[src/rtl/instr_fetch_unit.sv]
// Opcode fetch unit: owns the PC and runs the IDLE/ADDR/DATA read transaction into the opcode buffer.
// Optional macro PC_BREAKPOINT_EN adds a PC breakpoint that inhibits fetch starts in IDLE.
module instr_fetch_unit #(
  parameter logic [15:0] RESET_PC   = 16'h0000,
  parameter int          WAIT_MAX   = 4,
  parameter logic [7:0]  NOP_OPCODE = 8'h00
) (
  input  logic        clk,
  input  logic        rst,
  input  logic        fetch_req,
  input  logic        pc_load,
  input  logic [15:0] pc_load_val,
  input  logic [7:0]  mem_data_in,
  input  logic        mem_ready,
`ifdef PC_BREAKPOINT_EN
  input  logic [15:0] bkpt_addr,
  input  logic        bkpt_en,
  output logic        bkpt_hit,
`endif
  output logic [15:0] addr_bus,
  output logic        mem_rd,
  output logic [7:0]  data_bus_out,
  output logic        fetch_valid,
  output logic        busy,
  output logic [15:0] pc,
  output logic        bus_err
);

  localparam int CW = $clog2(WAIT_MAX + 2);
  localparam logic [CW-1:0] WAIT_LIM = CW'(WAIT_MAX);

  typedef enum logic [1:0] {
    S_IDLE = 2'd0,
    S_ADDR = 2'd1,
    S_DATA = 2'd2
  } state_t;

  state_t          state_q, state_d;
  logic [15:0]     pc_q, pc_d;
  logic [7:0]      buf_q, buf_d;
  logic            mem_rd_q, mem_rd_d;
  logic            fv_q, fv_d;
  logic            busy_q, busy_d;
  logic            err_q, err_d;
  logic [CW-1:0]   wait_q, wait_d;
  logic            pend_q, pend_d;
  logic [15:0]     pend_val_q, pend_val_d;

  logic            start_block;
  logic [CW-1:0]   wait_inc;
  logic            load_now;
  logic [15:0]     load_target;

`ifdef PC_BREAKPOINT_EN
  assign bkpt_hit    = (state_q == S_IDLE) && bkpt_en && (pc_q == bkpt_addr);
  assign start_block = bkpt_hit;
`else
  assign start_block = 1'b0;
`endif

  assign wait_inc = wait_q + CW'(1);
  // A load arriving in the completion cycle is the latest one and overrides any older pending value.
  assign load_now    = pend_q | pc_load;
  assign load_target = pc_load ? pc_load_val : pend_val_q;

  always_comb begin
    state_d    = state_q;
    pc_d       = pc_q;
    buf_d      = buf_q;
    mem_rd_d   = mem_rd_q;
    fv_d       = 1'b0;
    busy_d     = busy_q;
    err_d      = err_q;
    wait_d     = wait_q;
    pend_d     = pend_q;
    pend_val_d = pend_val_q;

    unique case (state_q)
      S_IDLE: begin
        mem_rd_d = 1'b0;
        busy_d   = 1'b0;
        if (pc_load) begin
          pc_d = pc_load_val;
        end else if (fetch_req && !err_q && !start_block) begin
          state_d  = S_ADDR;
          mem_rd_d = 1'b1;
          busy_d   = 1'b1;
          wait_d   = '0;
        end
      end

      S_ADDR: begin
        state_d = S_DATA;
        if (pc_load) begin
          pend_d     = 1'b1;
          pend_val_d = pc_load_val;
        end
      end

      S_DATA: begin
        if (mem_ready) begin
          state_d  = S_IDLE;
          mem_rd_d = 1'b0;
          busy_d   = 1'b0;
          wait_d   = '0;
          pend_d   = 1'b0;
          if (load_now) begin
            pc_d  = load_target;
            buf_d = NOP_OPCODE;
          end else begin
            pc_d  = pc_q + 16'd1;
            buf_d = mem_data_in;
            fv_d  = 1'b1;
          end
        end else if (wait_inc > WAIT_LIM) begin
          // Timeout: abandon the fetch, keep the PC, drop any pending load.
          state_d  = S_IDLE;
          mem_rd_d = 1'b0;
          busy_d   = 1'b0;
          err_d    = 1'b1;
          wait_d   = '0;
          pend_d   = 1'b0;
        end else begin
          wait_d = wait_inc;
          if (pc_load) begin
            pend_d     = 1'b1;
            pend_val_d = pc_load_val;
          end
        end
      end

      default: begin
        state_d  = S_IDLE;
        mem_rd_d = 1'b0;
        busy_d   = 1'b0;
      end
    endcase
  end

  always_ff @(posedge clk or posedge rst) begin
    if (rst) begin
      state_q    <= S_IDLE;
      pc_q       <= RESET_PC;
      buf_q      <= NOP_OPCODE;
      mem_rd_q   <= 1'b0;
      fv_q       <= 1'b0;
      busy_q     <= 1'b0;
      err_q      <= 1'b0;
      wait_q     <= '0;
      pend_q     <= 1'b0;
      pend_val_q <= 16'h0000;
    end else begin
      state_q    <= state_d;
      pc_q       <= pc_d;
      buf_q      <= buf_d;
      mem_rd_q   <= mem_rd_d;
      fv_q       <= fv_d;
      busy_q     <= busy_d;
      err_q      <= err_d;
      wait_q     <= wait_d;
      pend_q     <= pend_d;
      pend_val_q <= pend_val_d;
    end
  end

  assign addr_bus     = pc_q;
  assign pc           = pc_q;
  assign mem_rd       = mem_rd_q;
  assign data_bus_out = buf_q;
  assign fetch_valid  = fv_q;
  assign busy         = busy_q;
  assign bus_err      = err_q;

endmodule

[config.mk]
export PLATFORM = sky130hd
export DESIGN_NAME = instr_fetch_unit
export DESIGN_NICKNAME = d
export VERILOG_FILES = /design/src/rtl/instr_fetch_unit.sv
export SDC_FILE = /design/constraint.sdc
export NUM_CORES = 1
export LEC_CHECK = 0
export ABC_AREA = 1
export BUFFER_PORTS_ARGS = -buffer_cell sky130_fd_sc_hd__buf_2
export CORE_MARGIN = 4
export CORE_UTILIZATION = 45
export CTS_CLUSTER_DIAMETER = 50
export CTS_CLUSTER_SIZE = 24
export DETAILED_ROUTE_END_ITERATION = 12
export PLACE_DENSITY = 0.67
export SLEW_MARGIN = 10
export SYNTH_ARGS = -nofsm -noshare
export SYNTH_HDL_FRONTEND = slang
export SYNTH_SLANG_ARGS = --single-unit
[constraint.sdc]
create_clock -name clk -period 4.6 [get_ports clk]
set_clock_uncertainty 0.2 [all_clocks]
set_input_delay 0.69 -clock clk [delete_from_list [all_inputs] [get_ports clk]]
set_output_delay 0.69 -clock clk [all_outputs]
set_load 0.1 [all_outputs]
# ---- Yosys cells after proc, flatten, opt, wreduce, memory -nomap -nowiden
# Index checks and enable logic that the tools add are counted.
dict set report word_totals {
  ff_bits 49
  input_bits 29
}
dict set report classes {
  muxes 31
  addsub 2
  order_cmp 1
  reduce_logical 12
  n_eq_ne 9
  bitwise 3
}
# op count
set op_table {}
lappend op_table {{$mux W16} 6}
lappend op_table {{$pmux W16 S2} 2}
lappend op_table {{$add A16 B1 Y16 const B} 1}
lappend op_table {{$reduce_and A3 Y1} 5}
lappend op_table {{$mux W3} 4}
lappend op_table {{$ne A2 B2 Y1 const B} 6}
lappend op_table {{$mux W1} 10}
lappend op_table {{$mux W2} 4}
lappend op_table {{$mux W8} 1}
lappend op_table {{$pmux W2 S3} 1}
lappend op_table {{$pmux W3 S2} 1}
lappend op_table {{$reduce_and A2 Y1} 2}
lappend op_table {{$reduce_bool A2 Y1} 2}
lappend op_table {{$add A3 B1 Y3 const B} 1}
lappend op_table {{$gt A3 B3 Y1 const B} 1}
lappend op_table {{$ne A3 B3 Y1 const B} 1}
lappend op_table {{$pmux W1 S3} 1}
lappend op_table {{$eq A2 B1 Y1 const B} 1}
lappend op_table {{$eq A2 B2 Y1 const B} 1}
lappend op_table {{$logic_not A2 Y1} 1}
lappend op_table {{$not A1 Y1} 2}
lappend op_table {{$pmux W1 S2} 1}
lappend op_table {{$logic_and A1 B1 Y1} 1}
lappend op_table {{$logic_not A1 Y1} 1}
lappend op_table {{$or A1 B1 Y1} 1}

# ---- Logic depth before layout (Yosys ltp)
dict set report depth {
  word_depth 5
  ltp_mapped 10
  mapped_depth_nobuf 9
}

# ---- Worst setup path after synthesis
# Ideal clock, no wire load.
dict set report synth_timing {
  path_kind {register to output}
  startpoint {register pc_q[2], in the netlist addr_bus[2]}
  endpoint {output pc[2]}
  path_stages_with_launch 2
  t_required_ns 3.710
  path_buffers 1
  t_arrival_ns 1.461
  setup_slack_ns 2.249
  path_cell_list {dfrtp_1 > buf_4}
}
# element line
set synth_rtl {}
lappend synth_rtl {{start: declaration} 39} ;# logic [15:0] pc_q, pc_d;
lappend synth_rtl {{start signal: assignment} 154} ;# pc_q <= pc_d;
lappend synth_rtl {{end: declaration} 25} ;# output logic [15:0] pc,
# No word-level cell between the ends.

# ---- Final worst setup path
dict set report layout_timing {
  startpoint {register state_q[0]}
  endpoint {register pc_q[0], in the netlist addr_bus[0]}
}
dict set report layout_between {
  elab_chain_len 3
}
# element line
set layout_lines {}
lappend layout_lines {{start: declaration} 38} ;# state_t state_q, state_d;
lappend layout_lines {{start signal: assignment} 153} ;# state_q <= state_d;
lappend layout_lines {{$eq A2 B2 Y1 or $logic_not A2 Y1 (tied branches)} 78} ;# unique case (state_q)
lappend layout_lines {{$ne A2 B2 Y1 (no source line) or $reduce_bool A2 Y1 (tied branches)} -}
lappend layout_lines {{$reduce_and A3 Y1 (no source line)} -}
# Several ways; a longest one is shown, not always the timed one.
# A chain may end at the register's enable or synchronous reset.

==> results.ini <==
[run_status]
status=complete, no violations

[setup_path]
worst_path_max_delay_cell=ha_1
crit_chain=inv_1 > ha_1 > inv_2 > nor2_4 > inv_2 > nand2_4 > inv_6 > o211ai_1 > o21ai_1
critPathCaptureType=flip-flop
path_class=reg -> reg
cp_data_arrival_time_ps=2790
cp_top_family=adder cells
r2r_slack_ps=1800
slowest_delay_ps=740
crit_fanout=22
critPathMostFrequentCell=inv_2
required_ps=4580
start_kind=flip-flop
cp.buffers_inverters=4

[logic_synthesis]
yosysMostFrequentCell=nand2_1
synth_seq_cells=49
ys.flop_type=dfrtp_1
syn_area_um2=3180
synth_edf_count=0
netlist_top_cells_count=nand2_1 (89), dfrtp_1 (49), inv_1 (44)
synth_cells=397
yosysSeqAreaShare_pct=38.5
synth_top_cell_area_share_pct=38.5
yosys.area.top_type=dfrtp_1
postSynthAreaPerCell_um2=8.02
ys.warnings.count=0
synthTopCellsByArea=dfrtp_1 (39%), nand2_1 (10%), a21oi_2 (5.5%)
synth_cell_types=32
ys_async_sr_fraction_pct=100
synth_fp_nets=433

[timing]
fmax_mhz=357
fin_crit_ps=2800
hold_violations=0
tightest_slew_ps=1010
rsz0062_at_grt=no
timing.hold.ws_ps=298
fin_setup_tns_ps=0
finalSetupViolCount=0
post-route-period-util_pct=60.9
max_slew_margin_pct=32.8
slew_viol_final=0

[cells_and_area]
area_growth_pct=11.5
final_layout_size_suffix_gt1_share_pct=30.9
final-instance-count-excl-fill=543
antenna_cells=0
num-nets-final=482
final_design_area_no_fill_um2=3550

[global_route]
grt_pass1_wl_mm=12.6
antenna_found_initial=0
grt_pass1_vias=2707
grt_max_degree=50
overflow=0
grt_usage_pct=17.9

[cts]
cts_sinks=49
cts_resized=0
cts_hold_buf=0
htree_levels=2
clk_pin_slew_ps=90
cts_made_buffers=5
clkLatencyLatePin_ps=300
cts_tree=done
clock-root-buffer=clkbuf_8
post-cts-setup-buffers=0
cts_buffer_depth=2

[route]
drt_iter0_markers=116
dr.pass1.iters=4
drc_errors=0
vias_per_cell=4.96
totalWireLength_mm=7.30
ant_nets=0
routedWlPerCell_um=13.4
route.vias.total=2692

[run]
max-cap-violations=0

[floorplanning]
core_area_um2=6830
pin_count=73
initial_core_util_pct=46.6
rows=30
die_w_um=92.1
dieArea_um2=8490
die_y_um=92.1

[worst_hold_path]
hold_class=reg -> reg

[placed_design]
dp_hpwl_mm=5.46
placed_area_um2=3420
port_buffers=72
place_inst=535
globalplace.congestion=0.811

-- layer usage --
metal	vias to the layer above	wire, um	GRT usage, %
li1	1369	-	-
met1	1249	3510	24.7
met2	63	3400	29.7
met3	11	281	2.30
met4	0	109	4.46
met5	-	0	0
-- worst register-to-register path, delay by kind of cell (launching register included) --
family | cells | cell delay [ps]
AOI/OAI and AO/OA | 2 | 220
adders and majority gates | 1 | 740
DFF | 1 | 420
buffers and inverters | 4 | 670
and+or+nand+nor | 2 | 440
-- layout make-up --
type / instances / area (um^2)
clock inverters: 3 / 65.1
multi-input cells: 266 / 1510
inverters: 52 / 200
clock buffers: 5 / 68.8
repair buffers: 72 / 360
fillers: 656 / 3280
well taps: 96 / 120
flip-flops and latches: 49 / 1230
-- kinds of logic (layout without fill, tap and decap cells) --
logic type / count (synthesis) / count (layout) / synth area share (%)
flops: 49 / 49 / 38.5
fa+ha+maj: 7 / 7 / 2.75
compound gates: 93 / 93 / 19.1
mux: 4 / 4 / 1.26
xor+xnor: 5 / 5 / 1.38
simple gates: 157 / 157 / 22.9
buf+inv: 82 / 132 / 14.1
-- layout by cell type, fill, tap and decap left out --
cell | synthesis | final
buf_2 | 5 | 72
a22oi_2 | 1 | 1
a21oi_2 | 20 | 20
xnor2_1 | 2 | 2
o21a_1 | 1 | 1
inv_6 | 1 | 1
inv_2 | 7 | 8
a21oi_1 | 15 | 15
nand2_4 | 2 | 2
o21ai_4 | 1 | 1
bufinv_16 | 0 | 2
o21ai_0 | 23 | 23
o211ai_1 | 5 | 5
clkbuf_8 | 0 | 5
inv_1 | 44 | 43
dfrtp_1 | 49 | 49
or2_2 | 1 | 1
nand3_2 | 2 | 2
nand2_2 | 5 | 5
a22o_1 | 8 | 8
o21ai_1 | 17 | 17
nand4_1 | 5 | 5
nor2_4 | 4 | 4
nor2_2 | 13 | 13
mux2i_1 | 4 | 4
xor2_1 | 3 | 3
o21bai_1 | 2 | 2
ha_1 | 7 | 7
clkinv_2 | 0 | 1
nor2_1 | 18 | 18
nand2_1 | 89 | 89
nand3_1 | 18 | 18
-- registers in the layout, indices dropped and copies added, names as in the netlist --
| register | cells |
|---|---|
| busy | 1 |
| data_bus_out | 8 |
| state_q | 2 |
| pend_val_q | 16 |
| fetch_valid | 1 |
| addr_bus | 16 |
| bus_err | 1 |
| wait_q | 3 |
| pend_q | 1 |
-- through the flow --
stage / utilization (%) / worst slack, ps
floorplan: - / 2250
global placement: 50.0 / 1930
detailed placement: 50.0 / 1840
CTS: 52.0 / 1790
global route: 52.0 / 1590
finish: 52.0 / 1800
-- path summary, 6_finish.rpt --
check | start | endpoint | cells past startpoint
worst max register to register | state_q[0]$_DFFE_PP0P_ | addr_bus[0]$_DFFE_PP0P_ | 9
min in group asynchronous | rst | data_bus_out[0]$_DFFE_PP0P_ | 2
max in group asynchronous | rst | pend_val_q[13]$_DFFE_PP0P_ | 2
worst min register to register | pend_val_q[3]$_DFFE_PP0P_ | pend_val_q[3]$_DFFE_PP0P_ | 2
worst min-delay path | pend_val_q[3]$_DFFE_PP0P_ | pend_val_q[3]$_DFFE_PP0P_ | 2
worst max-delay path | state_q[0]$_DFFE_PP0P_ | addr_bus[0]$_DFFE_PP0P_ | 9
Power is left out: the tool's default activity adds up to more than one toggle a clock period on the data nets, which glitch-free logic cannot reach.
